$ cat config.mk
export PLATFORM = sky130hd
export DESIGN_NAME = round_share_arb
export DESIGN_NICKNAME = d
export VERILOG_FILES = /design/src/rtl/round_share_arb.sv
export SDC_FILE = /design/constraint.sdc
export NUM_CORES = 1
export LEC_CHECK = 0
export CAP_MARGIN = 20
export CORE_MARGIN = 2
export CORE_UTILIZATION = 33
export CTS_BUF_LIST = sky130_fd_sc_hd__clkbuf_16
export CTS_CLUSTER_DIAMETER = 150
export CTS_CLUSTER_SIZE = 16
export DETAILED_ROUTE_END_ITERATION = 10
export PLACE_DENSITY = 0.77
export SYNTH_ARGS = -nofsm -noshare
export SYNTH_HDL_FRONTEND = slang
export SYNTH_SLANG_ARGS = --single-unit
$ cat constraint.sdc
create_clock -name clk -period 2.7 [get_ports clk]
set_clock_uncertainty 0.1 [all_clocks]
set_input_delay 0.54 -clock clk [delete_from_list [all_inputs] [get_ports clk]]
set_output_delay 0.54 -clock clk [all_outputs]
set_load 0.05 [all_outputs]
$ cat src/rtl/round_share_arb.sv
// Round-robin sharing of one fixed-latency round unit among N requesters, with a tag pipe
// that steers each result back to its owner. Define ROUND_SHARE_ARB_LAT_CHK_EN to add lat_err.
module round_share_arb #(
    parameter int N       = 4,
    parameter int W_IN    = 33,
    parameter int W_OUT   = 32,
    parameter int RND_LAT = 2
) (
    input  logic                clk,
    input  logic                rst,
    input  logic                hold,
    input  logic [N-1:0]        req_vld,
    input  logic [N*W_IN-1:0]   req_data,
    output logic [N-1:0]        req_rdy,
    output logic [W_IN-1:0]     rnd_i_data,
    output logic                rnd_i_vld,
    input  logic [W_OUT-1:0]    rnd_o_data,
    input  logic                rnd_o_vld,
    output logic [W_OUT-1:0]    rsp_data,
    output logic [N-1:0]        rsp_vld,
    output logic                busy
`ifdef ROUND_SHARE_ARB_LAT_CHK_EN
    ,
    output logic                lat_err
`endif
);

    localparam int IDW = (N > 1) ? $clog2(N) : 1;

    logic [IDW-1:0]   ptr_r;
    logic             grant_found_s;
    logic [IDW-1:0]   grant_id_s;
    logic [IDW:0]     idx_s;
    logic [N-1:0]     grant_oh_s;
    logic             hs_s;

    logic [W_IN-1:0]  rnd_i_data_r;
    logic             rnd_i_vld_r;
    logic [IDW-1:0]   issue_id_r;

    logic [RND_LAT-1:0] tag_vld_r;
    logic [RND_LAT-1:0] tag_vld_nxt_s;
    logic [IDW-1:0]     tag_id_r     [RND_LAT];
    logic [IDW-1:0]     tag_id_nxt_s [RND_LAT];

    logic             rsp_fire_s;
    logic [W_OUT-1:0] rsp_data_r;
    logic [N-1:0]     rsp_vld_r;
    logic             busy_r;

    // Round-robin search starting at ptr_r, wrapping modulo N.
    always_comb begin
        grant_found_s = 1'b0;
        grant_id_s    = '0;
        idx_s         = '0;
        for (int k = 0; k < N; k++) begin
            idx_s = {1'b0, ptr_r} + (IDW+1)'(k);
            if (idx_s >= (IDW+1)'(N)) begin
                idx_s = idx_s - (IDW+1)'(N);
            end else begin
                idx_s = idx_s;
            end
            if (!grant_found_s && req_vld[idx_s[IDW-1:0]]) begin
                grant_found_s = 1'b1;
                grant_id_s    = idx_s[IDW-1:0];
            end else begin
                grant_found_s = grant_found_s;
            end
        end
    end

    // One-hot accept for the winner, suppressed while holding.
    always_comb begin
        grant_oh_s = '0;
        hs_s       = grant_found_s & ~hold;
        if (hs_s) begin
            grant_oh_s[grant_id_s] = 1'b1;
        end else begin
            grant_oh_s = '0;
        end
    end

    // Next contents of the tag shift register; stage 0 takes the sample issued this cycle.
    always_comb begin
        tag_vld_nxt_s    = '0;
        tag_vld_nxt_s[0] = rnd_i_vld_r;
        tag_id_nxt_s[0]  = issue_id_r;
        for (int k = 1; k < RND_LAT; k++) begin
            tag_vld_nxt_s[k] = tag_vld_r[k-1];
            tag_id_nxt_s[k]  = tag_id_r[k-1];
        end
    end

    assign rsp_fire_s = rnd_o_vld & tag_vld_r[RND_LAT-1];

    // Pointer, issue register and tag pipe.
    always_ff @(posedge clk or posedge rst) begin
        if (rst) begin
            ptr_r        <= '0;
            rnd_i_vld_r  <= 1'b0;
            rnd_i_data_r <= '0;
            issue_id_r   <= '0;
            tag_vld_r    <= '0;
            tag_id_r     <= '{default: '0};
        end else begin
            rnd_i_vld_r <= hs_s;
            tag_vld_r   <= tag_vld_nxt_s;
            tag_id_r    <= tag_id_nxt_s;
            if (hs_s) begin
                ptr_r        <= (grant_id_s == IDW'(N-1)) ? '0 : grant_id_s + IDW'(1);
                rnd_i_data_r <= req_data[grant_id_s*W_IN +: W_IN];
                issue_id_r   <= grant_id_s;
            end
        end
    end

    // Response steering; busy covers issue, tag pipe and the pending response pulse.
    always_ff @(posedge clk or posedge rst) begin
        if (rst) begin
            rsp_vld_r  <= '0;
            rsp_data_r <= '0;
            busy_r     <= 1'b0;
        end else begin
            rsp_vld_r <= '0;
            busy_r    <= hs_s | (|tag_vld_nxt_s) | rsp_fire_s;
            if (rsp_fire_s) begin
                rsp_vld_r[tag_id_r[RND_LAT-1]] <= 1'b1;
                rsp_data_r                     <= rnd_o_data;
            end
        end
    end

    assign req_rdy    = grant_oh_s;
    assign rnd_i_data = rnd_i_data_r;
    assign rnd_i_vld  = rnd_i_vld_r;
    assign rsp_data   = rsp_data_r;
    assign rsp_vld    = rsp_vld_r;
    assign busy       = busy_r;

`ifdef ROUND_SHARE_ARB_LAT_CHK_EN
    logic lat_err_r;

    // Sticky flag for any cycle where the round unit's valid disagrees with the tail tag.
    always_ff @(posedge clk or posedge rst) begin
        if (rst) begin
            lat_err_r <= 1'b0;
        end else if (rnd_o_vld != tag_vld_r[RND_LAT-1]) begin
            lat_err_r <= 1'b1;
            $error("round_share_arb: latency mismatch at time %0t", $time);
        end
    end

    assign lat_err = lat_err_r;
`endif

endmodule

# [Word level (Yosys, flattened, before mapping)]
# Index checks and enable logic that the tools add are counted.
[classes] n_addsub=8 multipliers=1 magnitude_cmp=12 n_eq_ne=1 shifts=1 mux=27 n_bitwise=5 n_reduce_logical=9
[op_table] operator="indexed part select 132 x 9 -> 33 bit" n=1
[op_table] operator="less-than comparator 2 x 3 -> 1 bit, second input constant" n=6
[op_table] operator="two-way mux 2 bit" n=9
[op_table] operator="two-way mux 1 bit" n=10
[op_table] operator=">= comparator 3 bit, second input constant" n=3
[op_table] operator="binary-select mux 1 bit (select 2 bit)" n=4
[op_table] operator="multiplier 2 x 6 -> 8 bit, second input constant" n=1
[op_table] operator="two-way mux 4 bit" n=2
[op_table] operator="subtractor 2 x 1 -> 2 bit, second input constant" n=4
[op_table] operator="adder 2 x 2 -> 3 bit, second input constant" n=2
[op_table] operator="logical AND 1 bit" n=5
[op_table] operator="demux 1 bit (select 2 bit)" n=2
[op_table] operator=">= comparator 2 x 1 -> 1 bit, second input constant" n=2
[op_table] operator="adder 2 x 1 -> 3 bit, second input constant" n=1
[op_table] operator=">= comparator 2 x 3 -> 1 bit, second input constant" n=1
[op_table] operator="logical NOT 1 bit" n=3
[op_table] operator="adder 2 x 1 -> 2 bit, second input constant" n=1
[op_table] operator="AND 1 bit" n=2
[op_table] operator="== test 2 bit, second input constant" n=1
[op_table] operator="bitwise OR 1 bit" n=2
[op_table] operator="OR reduction 2 bit" n=1
[op_table] operator="NOT 1 bit" n=1
[word_totals] regBits=81 input_bits=172 out_inout_bits=75 word_cells=74

# [Longest topological paths before layout]
# Gate-level depths: netlist of the first run.
[logic_depth] word_depth=19 depth_mapped=8 depth_no_buf=7

# [Worst setup path before layout of the first run]
# OpenSTA, ideal clock, no wires.
[synth_path] kind="in2out" from="input port req_vld[2]" to="output port req_rdy[1]" t_arrival_ns=2.520 setup_slack_ns=-0.460 path_stages=6 path_buffers=1 cell_sequence="nor2b_1 > a221oi_1 > o21bai_2 > nand2_1 > buf_2 > nor3_1"
[synth_via] elab_chain_len=17 word_cells_on_any_way=29 classes_between="2 x order compare; 19 x mux; 1 x bitwise; 7 x reduce/logical"
[synth_lines] item="start, declared" line="12" text="input logic [N-1:0] req_vld,"
[synth_lines] item="binary-select mux 1 bit (select 2 bit)" line="63" text="if (!grant_found_s && req_vld[idx_s[IDW-1:0]]) begin"
[synth_lines] item="two-way mux 1 bit (implied by the code)" line="63"
[synth_lines] item="two-way mux 1 bit" line="63"
[synth_lines] item="logical NOT 1 bit" line="63"
[synth_lines] item="logical AND 1 bit" line="63"
[synth_lines] item="two-way mux 1 bit" line="63"
[synth_lines] item="logical NOT 1 bit" line="63"
[synth_lines] item="logical AND 1 bit" line="63"
[synth_lines] item="two-way mux 1 bit" line="63"
[synth_lines] item="logical NOT 1 bit" line="63"
[synth_lines] item="logical AND 1 bit" line="63"
[synth_lines] item="two-way mux 2 bit" line="63"
[synth_lines] item="less-than comparator 2 x 3 -> 1 bit (implied by the code) or >= comparator 2 x 1 -> 1 bit (tied branches)" line="77" text="grant_oh_s[grant_id_s] = 1'b1;"
[synth_lines] item="logical AND 1 bit (implied by the code)" line="77"
[synth_lines] item="two-way mux 1 bit (implied by the code)" line="77"
[synth_lines] item="demux 1 bit (select 2 bit)" line="77"
[synth_lines] item="two-way mux 4 bit (*)" line="76" text="if (hs_s) begin"
[synth_lines] item="end, declared" line="14" text="output logic [N-1:0] req_rdy,"
# Mark *: on every way between the ends. The rest lies on a longest branch, timed or not. The select of a mux whose other input is x is not followed.

# [Worst setup path in the final report of the first run]
[layout_path] from="input port req_vld[2]" to="output port req_rdy[3]"
# Same word-level chain as after synthesis.

==> key figures, run 1 <==
Synth
  • Post-synthesis cell count: 305
  • Post-Synthesis Cell Area: 3807 um^2
  • Avg Cell Area, Syn: 12.48 um^2
  • Sequential area share after synthesis: 53.24%
  • Yosys warnings: 0
  • Cell variety after synth: 29
  • Total nets after synthesis: 478
  • Post-synthesis register bit count: 81

Clocking
  • Clk sink count: 81
  • H-tree depth: 3
  • CTS Hold Bufs: 0
  • CTS Buf Count: 9
  • Worst-path clk slew: 0.06 ns
  • Skew-Pair Late Insertion Delay: 0.33 ns
  • Clock root buffer: clkbuf_16
  • Max Root-Sink Buffers: 2
  • CTS tree: built

Floorplan
  • Die area: 12410 um^2
  • DIE HEIGHT: 111.4 um
  • Starting Density: 33.63%
  • Row count: 39
  • Core area: 11320 um^2
  • Chip width: 111.4 um
  • Number of I/O pins: 247

STA
  • Period utilization: 95.35%
  • Highest achievable clock rate: 0.3884 GHz
  • Fin Hold WS: 0.2488 ns
  • Slew Limit Fails: 0
  • Final setup viols: 0
  • Slew margin rel.: 62.17%
  • RSZ-0062 raised after global routing: false
  • Hold Fails Final Rpt: 0
  • Worst-margin pin slew: 0.5657 ns
  • Fin crit period: 2.575 ns
  • Setup total negative slack: 0 ns
  • Final Worst Setup Slack: 0.1255 ns

Critical path
  • WP data required: 2.06 ns
  • Worst Setup End Kind: output pin
  • CP peak stage delay: 0.27 ns
  • WP buf/inv: 3
  • CP top delay family: buffers and inverters
  • Setup slack, reg-to-reg: 0.57 ns
  • Slowest stage cell, crit path: dlygate4sd2_1
  • Nature of the critical path startpoint: input pin
  • Critical path class: in -> out
  • Arr. time, crit path: 1.93 ns
  • Worst Path Max Fanout: 4
  • CP Cell Sequence: dlygate4sd2_1, nor2b_2, a221oi_2, o21bai_4, inv_2, ha_1, and2_1, buf_4

Min path
  • Hold WC Path Type: reg -> reg

Cells and area
  • P&R area growth vs syn: 82.81%
  • Post-route cell area: 6960 um^2
  • Nets: 744
  • Layout filler cell count: 917
  • Diodes inserted: 0
  • Share of cells above drive strength 1: 16.32%
  • Final core occ: 61.48%
  • Final Non-Filler Cells: 719

Place
  • Setup Slack @ Placement: -0.2095 ns
  • DP Cell Count: 702
  • Cell Area, Placed: 6645 um^2
  • Final GP Congestion: 0.8220
  • Detail Placement HPWL: 9.189 mm
  • IO Port Bufs: 246

Power and ir drop
  • P_leak: 3.015 nW
  • Worst IR Drop VDD: 0.0004819 V
  • Overall power: 5.815 mW
  • Cell Pwr Density: 835.4 nW/um^2

Global route
  • Global-route wire length before repair: 18.91 mm
  • Global Route Usage Sum: 19.09%
  • Largest net degree at the start of global routing: 82
  • Gr ovfl total: 0
  • Initial antenna violation count: 0
  • Number of global-route vias before repair: 3769

Routing
  • Final antenna-violating net count: 0
  • Initial DRC count: 120
  • Total iterations of the first detailed-routing run: 4
  • # DRC: 0
  • Routed WL: 11.80 mm
  • Via count: 3534
  • Vias per cell: 4.915
  • Per-cell routed wire length: 16.42 um

Flow run
  • Max-Cap Viols: 0

Outcome
  • Status: finished clean
synth_stat cells (all sizes together):
library cell	instances	area share [%]
dfrtp	81	53
mux2i	67	18
nand2	40	3.9
o221ai	33	7.6
mux2	32	9.5
buf	15	2.4
clkbuf	6	0.59
inv	6	0.59
a21oi	3	0.39
nor2	3	0.49
nor3	3	0.39
nor3b	2	0.39
o21ai	2	0.26
a211oi	1	0.20
a21o	1	0.20
a221oi	1	0.23
and2	1	0.16
and4	1	0.23
ha	1	0.33
nand3	1	0.13
nor2b	1	0.16
nor4	1	0.16
o21bai	1	0.30
o2bb2ai	1	0.39
or2	1	0.16
power breakdown:
group | internal (mW) | leakage [nW] | total (mW) | switching, mW
clock | 0.620 | 0.135 | 1.10 | 0.480
combinational | 1.26 | 1.90 | 3.02 | 1.76
sequential | 1.52 | 0.978 | 1.70 | 0.174
flip-flops by register name (all words and copies together) (netlist names):
register,flops
tag_id_r,2
rsp_vld,4
ptr_r,2
issue_id_r,2
rsp_data,32
rnd_i_vld,1
busy,1
rnd_i_data,33
tag_vld_r,2
tag_id_nxt_s,2
timing repair:
item,CTS,global route
setup endpoints to repair,4,2
pin swaps,1,0
resized for setup,11,1
buffers inserted,1,0
endpoints found under the hold margin,0,0
cell usage in the layout, fill, tap and decap left out, types with 2 or more instances in the layout:
master           synthesis  final
buf_4                    1     27
nand2_2                  0      2
a21oi_1                  3      2
mux2i_1                 67     67
clkbuf_16                0      9
clkdlybuf4s50_1          0    238
o221ai_1                33     33
nor3_4                   0      2
dfrtp_1                 81     81
nand2_1                 40     38
clkinv_4                 0      2
o21ai_0                  2      2
inv_2                    2      2
nor2_1                   2      2
clkinvlp_4               0      2
inv_1                    4      4
mux2_2                  32     32
nor3b_1                  2      2
dlygate4sd2_1            0      3
buf_12                   0      7
layer usage:
layer	routed length, um	track usage (%)
met1	4583	22.03
met2	6044	33.94
met3	938	5.280
met4	237	6.996
met5	0	0
worst reg2reg max path, delay by kind of cell, from the launching register on:
| family | cells | cell delay, ns |
|---|---|---|
| multiplexers | 2 | 0.49 |
| flip-flops | 1 | 0.46 |
| buffers and inverters | 3 | 0.52 |
| AO/OA/AOI/OAI | 2 | 0.25 |
| AND/OR/NAND/NOR | 1 | 0.16 |
cell type report:
class / instances / area [um^2] / share of cell area (%)
clock buffers: 9 / 225.2 / 3.236
inverters: 6 / 26.28 / 0.3775
well taps: 143 / 178.9 / 2.571
clock inverters: 7 / 46.29 / 0.6651
flip-flops and latches: 81 / 2027 / 29.12
multi-input cells: 197 / 1693 / 24.32
repair buffers: 276 / 2764 / 39.71
worst paths after layout:
path,from,to,depth (start not counted)
setup / recovery,req_vld[2],req_rdy[3],8
hold / removal,tag_id_nxt_s[1]$_DFF_PP0_,tag_id_r[1]$_DFF_PP0_,0
setup reg to reg,ptr_r[1]$_DFFE_PP0P_,rnd_i_data[30]$_DFFE_PP0P_,8
hold reg to reg,tag_id_nxt_s[1]$_DFF_PP0_,tag_id_r[1]$_DFF_PP0_,0
max in group asynchronous,rst,rnd_i_data[19]$_DFFE_PP0P_,3
min in group asynchronous,rst,rsp_data[8]$_DFFE_PP0P_,3
cells by family after synthesis:
logic type / Yosys count / share of synthesized area (%)
AO/OA/AOI/OAI: 43 / 9.563
adder cells (fa/ha/maj): 1 / 0.3286
buffers and inverters: 27 / 3.549
flip-flops: 81 / 53.24
multiplexers: 99 / 27.08
AND/OR/NAND/NOR: 54 / 6.244
No activity file was read; power rests on OpenSTA's default activity.
==> run 2, diff against run 1 <==
--- a/config.mk
+++ b/config.mk
@@ -16,3 +16,4 @@
 export SYNTH_ARGS = -nofsm -noshare
 export SYNTH_HDL_FRONTEND = slang
 export SYNTH_SLANG_ARGS = --single-unit
+export TNS_END_PERCENT = 5
==> results of run 2 <==
The final DEF is identical to that of run 1; final timing and power are the same.
==> run 3, diff against run 2 <==
--- a/config.mk
+++ b/config.mk
@@ -12,6 +12,7 @@
 export CTS_CLUSTER_DIAMETER = 150
 export CTS_CLUSTER_SIZE = 16
 export DETAILED_ROUTE_END_ITERATION = 10
+export MAX_ROUTING_LAYER = met4
 export PLACE_DENSITY = 0.77
 export SYNTH_ARGS = -nofsm -noshare
 export SYNTH_HDL_FRONTEND = slang
==> run 3 against run 2 <==
Clock-buffer cell count stayed put. Global-route usage is 0.61 points higher. Largest power group unchanged. Clock power hardly changed. Cell count stayed put. Highest routed layer unchanged. Sequential power hardly changed. Worst setup slack hardly changed.
==> key figures, run 3 (synthesis gave the netlist of run 1 again) <==
Outcome
  • Status: finished clean (unchanged)

Clocking
  • Worst-path clk slew: 0.06 ns (about the same)
  • Max Root-Sink Buffers: 2 (unchanged)
  • Clk sink count: 81 (unchanged)
  • Skew-Pair Late Insertion Delay: 0.33 ns (about the same)
  • CTS tree: built (unchanged)
  • CTS Hold Bufs: 0 (unchanged)
  • H-tree depth: 3 (unchanged)
  • CTS Buf Count: 9 (unchanged)
  • Clock root buffer: clkbuf_16 (unchanged)

Routing
  • Routed WL: 11.81 mm (was 11.80 mm)
  • Per-cell routed wire length: 16.42 um (about the same)
  • Total iterations of the first detailed-routing run: 4 (unchanged)
  • Via count: 3559 (was 3534)
  • Initial DRC count: 138 (was 120)
  • Vias per cell: 4.950 (was 4.915)
  • # DRC: 0 (unchanged)
  • Final antenna-violating net count: 0 (unchanged)

Power and ir drop
  • Worst IR Drop VDD: 0.0004819 V (about the same)
  • Cell Pwr Density: 835.6 nW/um^2 (was 835.4 nW/um^2)
  • P_leak: 3.015 nW (unchanged)

STA
  • Hold Fails Final Rpt: 0 (unchanged)
  • Setup total negative slack: 0 ns (unchanged)
  • Worst-margin pin slew: 0.5611 ns (was 0.5657 ns)
  • Final setup viols: 0 (unchanged)
  • Highest achievable clock rate: 0.3884 GHz (about the same)
  • Slew margin rel.: 62.48% (was 62.17%)
  • Slew Limit Fails: 0 (unchanged)
  • RSZ-0062 raised after global routing: false (unchanged)
  • Period utilization: 95.35% (about the same)
  • Fin crit period: 2.575 ns (about the same)

Global route
  • Global-route wire length before repair: 18.89 mm (was 18.91 mm)
  • Initial antenna violation count: 0 (unchanged)
  • Gr ovfl total: 0 (unchanged)
  • Number of global-route vias before repair: 3775 (was 3769)
  • Largest net degree at the start of global routing: 82 (unchanged)
  • Global Route Usage Sum: 19.69% (was 19.09%)

Critical path
  • Worst Path Max Fanout: 4 (unchanged)
  • Crit path capture: req_rdy[3] (unchanged)
  • WP buf/inv: 3 (unchanged)
  • Setup slack, reg-to-reg: 0.56 ns (was 0.57 ns)
  • CP peak stage delay: 0.27 ns (about the same)
  • Critical path startpoint: req_vld[2] (unchanged)
  • Crit. path cell count: 8 (unchanged)
  • Nature of the critical path startpoint: input pin (unchanged)
  • WP data required: 2.06 ns (about the same)
  • Worst Setup End Kind: output pin (unchanged)
  • CP Cell Sequence: dlygate4sd2_1, nor2b_2, a221oi_2, o21bai_4, inv_2, ha_1, and2_1, buf_4 (unchanged)
  • Slowest stage cell, crit path: dlygate4sd2_1 (unchanged)
  • CP top delay family: buffers and inverters (unchanged)
  • R2r endpoint: rnd_i_data[30]$_DFFE_PP0P_ (unchanged)
  • R2r startpoint: ptr_r[1]$_DFFE_PP0P_ (unchanged)
  • Arr. time, crit path: 1.93 ns (about the same)
  • Reg2Reg Depth: 8 (unchanged)
  • Critical path class: in -> out (unchanged)

Floorplan
  • Starting Density: 33.63% (unchanged)
  • DIE HEIGHT: 111.4 um (unchanged)
  • Core area: 11320 um^2 (unchanged)
  • Row count: 39 (unchanged)
  • Die area: 12410 um^2 (unchanged)
  • Number of I/O pins: 247 (unchanged)
  • Chip width: 111.4 um (unchanged)

Cells and area
  • Diodes inserted: 0 (unchanged)
  • Most frequent cells in the layout: clkdlybuf4s50_1, dfrtp_1, mux2i_1 (unchanged)
  • Share of cells above drive strength 1: 16.32% (unchanged)
  • P&R area growth vs syn: 82.81% (unchanged)
  • Nets: 744 (unchanged)
  • Post-route cell area: 6960 um^2 (unchanged)
  • Number of flip-flops in the largest register: 33 (unchanged)
  • Most common cell after layout, fill and taps aside: clkdlybuf4s50_1 (unchanged)

Place
  • Detail Placement HPWL: 9.189 mm (unchanged)
  • Cell Area, Placed: 6645 um^2 (unchanged)
  • Final GP Congestion: 0.8343 (was 0.8220)
  • IO Port Bufs: 246 (unchanged)

Min path
  • Hold_sp: tag_id_nxt_s[1]$_DFF_PP0_ (unchanged)
  • Hold WC Path Type: reg -> reg (unchanged)

Flow run
  • Max-Cap Viols: 0 (unchanged)
## run 3: cell counts in the layout (fill, tap and decap cells not counted)
No cell type changed its count.
## run 3: worst min-delay path by stage
stage,to,slack [ns],depth (start not counted)
global placement,tag_id_r[0]$_DFF_PP0_,0.23,0
floorplan,tag_id_r[0]$_DFF_PP0_,0.23,0
CTS,tag_id_r[1]$_DFF_PP0_,0.25,0
global route,tag_id_r[1]$_DFF_PP0_,0.26,0
finish,tag_id_r[1]$_DFF_PP0_,0.25,0
detailed placement,tag_id_r[1]$_DFF_PP0_,0.24,0
## run 3: area by class of cell
cell class,count,area [um^2]
clock buffers,9,225.2
clock inverters,7,46.29
fillers,917,4360
inverters,6,26.28
multi-input cells,197,1693
flip-flops and latches,81,2027
well taps,143,178.9
repair buffers,276,2764
## run 3: routing by layer
metal | vias to the layer above | global-route usage (%) | share of wire, % | routed length, um
li1 | 1659 | - | - | -
met1 | 1709 | 22.41 | 39 | 4633
met2 | 168 | 33.90 | 51 | 6034
met3 | 23 | 4.790 | 7.4 | 876
met4 | 0 | 7.078 | 2.2 | 260
met5 | - | - | 0 | 0
## run 3: timing repair
| item | in CTS | in global routing |
|---|---|---|
| pin swaps | 1 | 0 |
| resized for setup | 11 | 1 |
| setup buffers | 1 | 0 |
| setup endpoints to repair | 4 | 2 |
| hold endpoints to repair | 0 | 0 |
## run 3: where the power goes
group | internal [mW] | switching (mW)
logic | 1.26 | 1.76
registers | 1.52 | 0.174
clock network | 0.620 | 0.481
total | 3.40 | 2.41
## run 3: worst register-to-register path, delay by kind of cell, from the launching register on
kind / cells / cell delay (ns)
buffers and inverters: 3 / 0.52
muxes: 2 / 0.49
DFF: 1 / 0.46
AOI/OAI and AO/OA: 2 / 0.25
and+or+nand+nor: 1 / 0.16
## run 3: metrics by stage
step | hold WS [ns] | util, % | total power [mW] | setup slack [ns] | instances
after floorplan | 0.2312 | - | 3.504 | -0.05503 | 305
after global placement | 0.2322 | 58.70 | 4.670 | -0.08424 | 702
after detailed placement | 0.2395 | 58.70 | 4.722 | -0.2095 | 702
after CTS | 0.2494 | 61.46 | 5.875 | 0.02088 | 719
after global routing | 0.2600 | 61.48 | 6.101 | 0.05280 | 719
final | 0.2488 | 61.48 | 5.816 | 0.1255 | 719
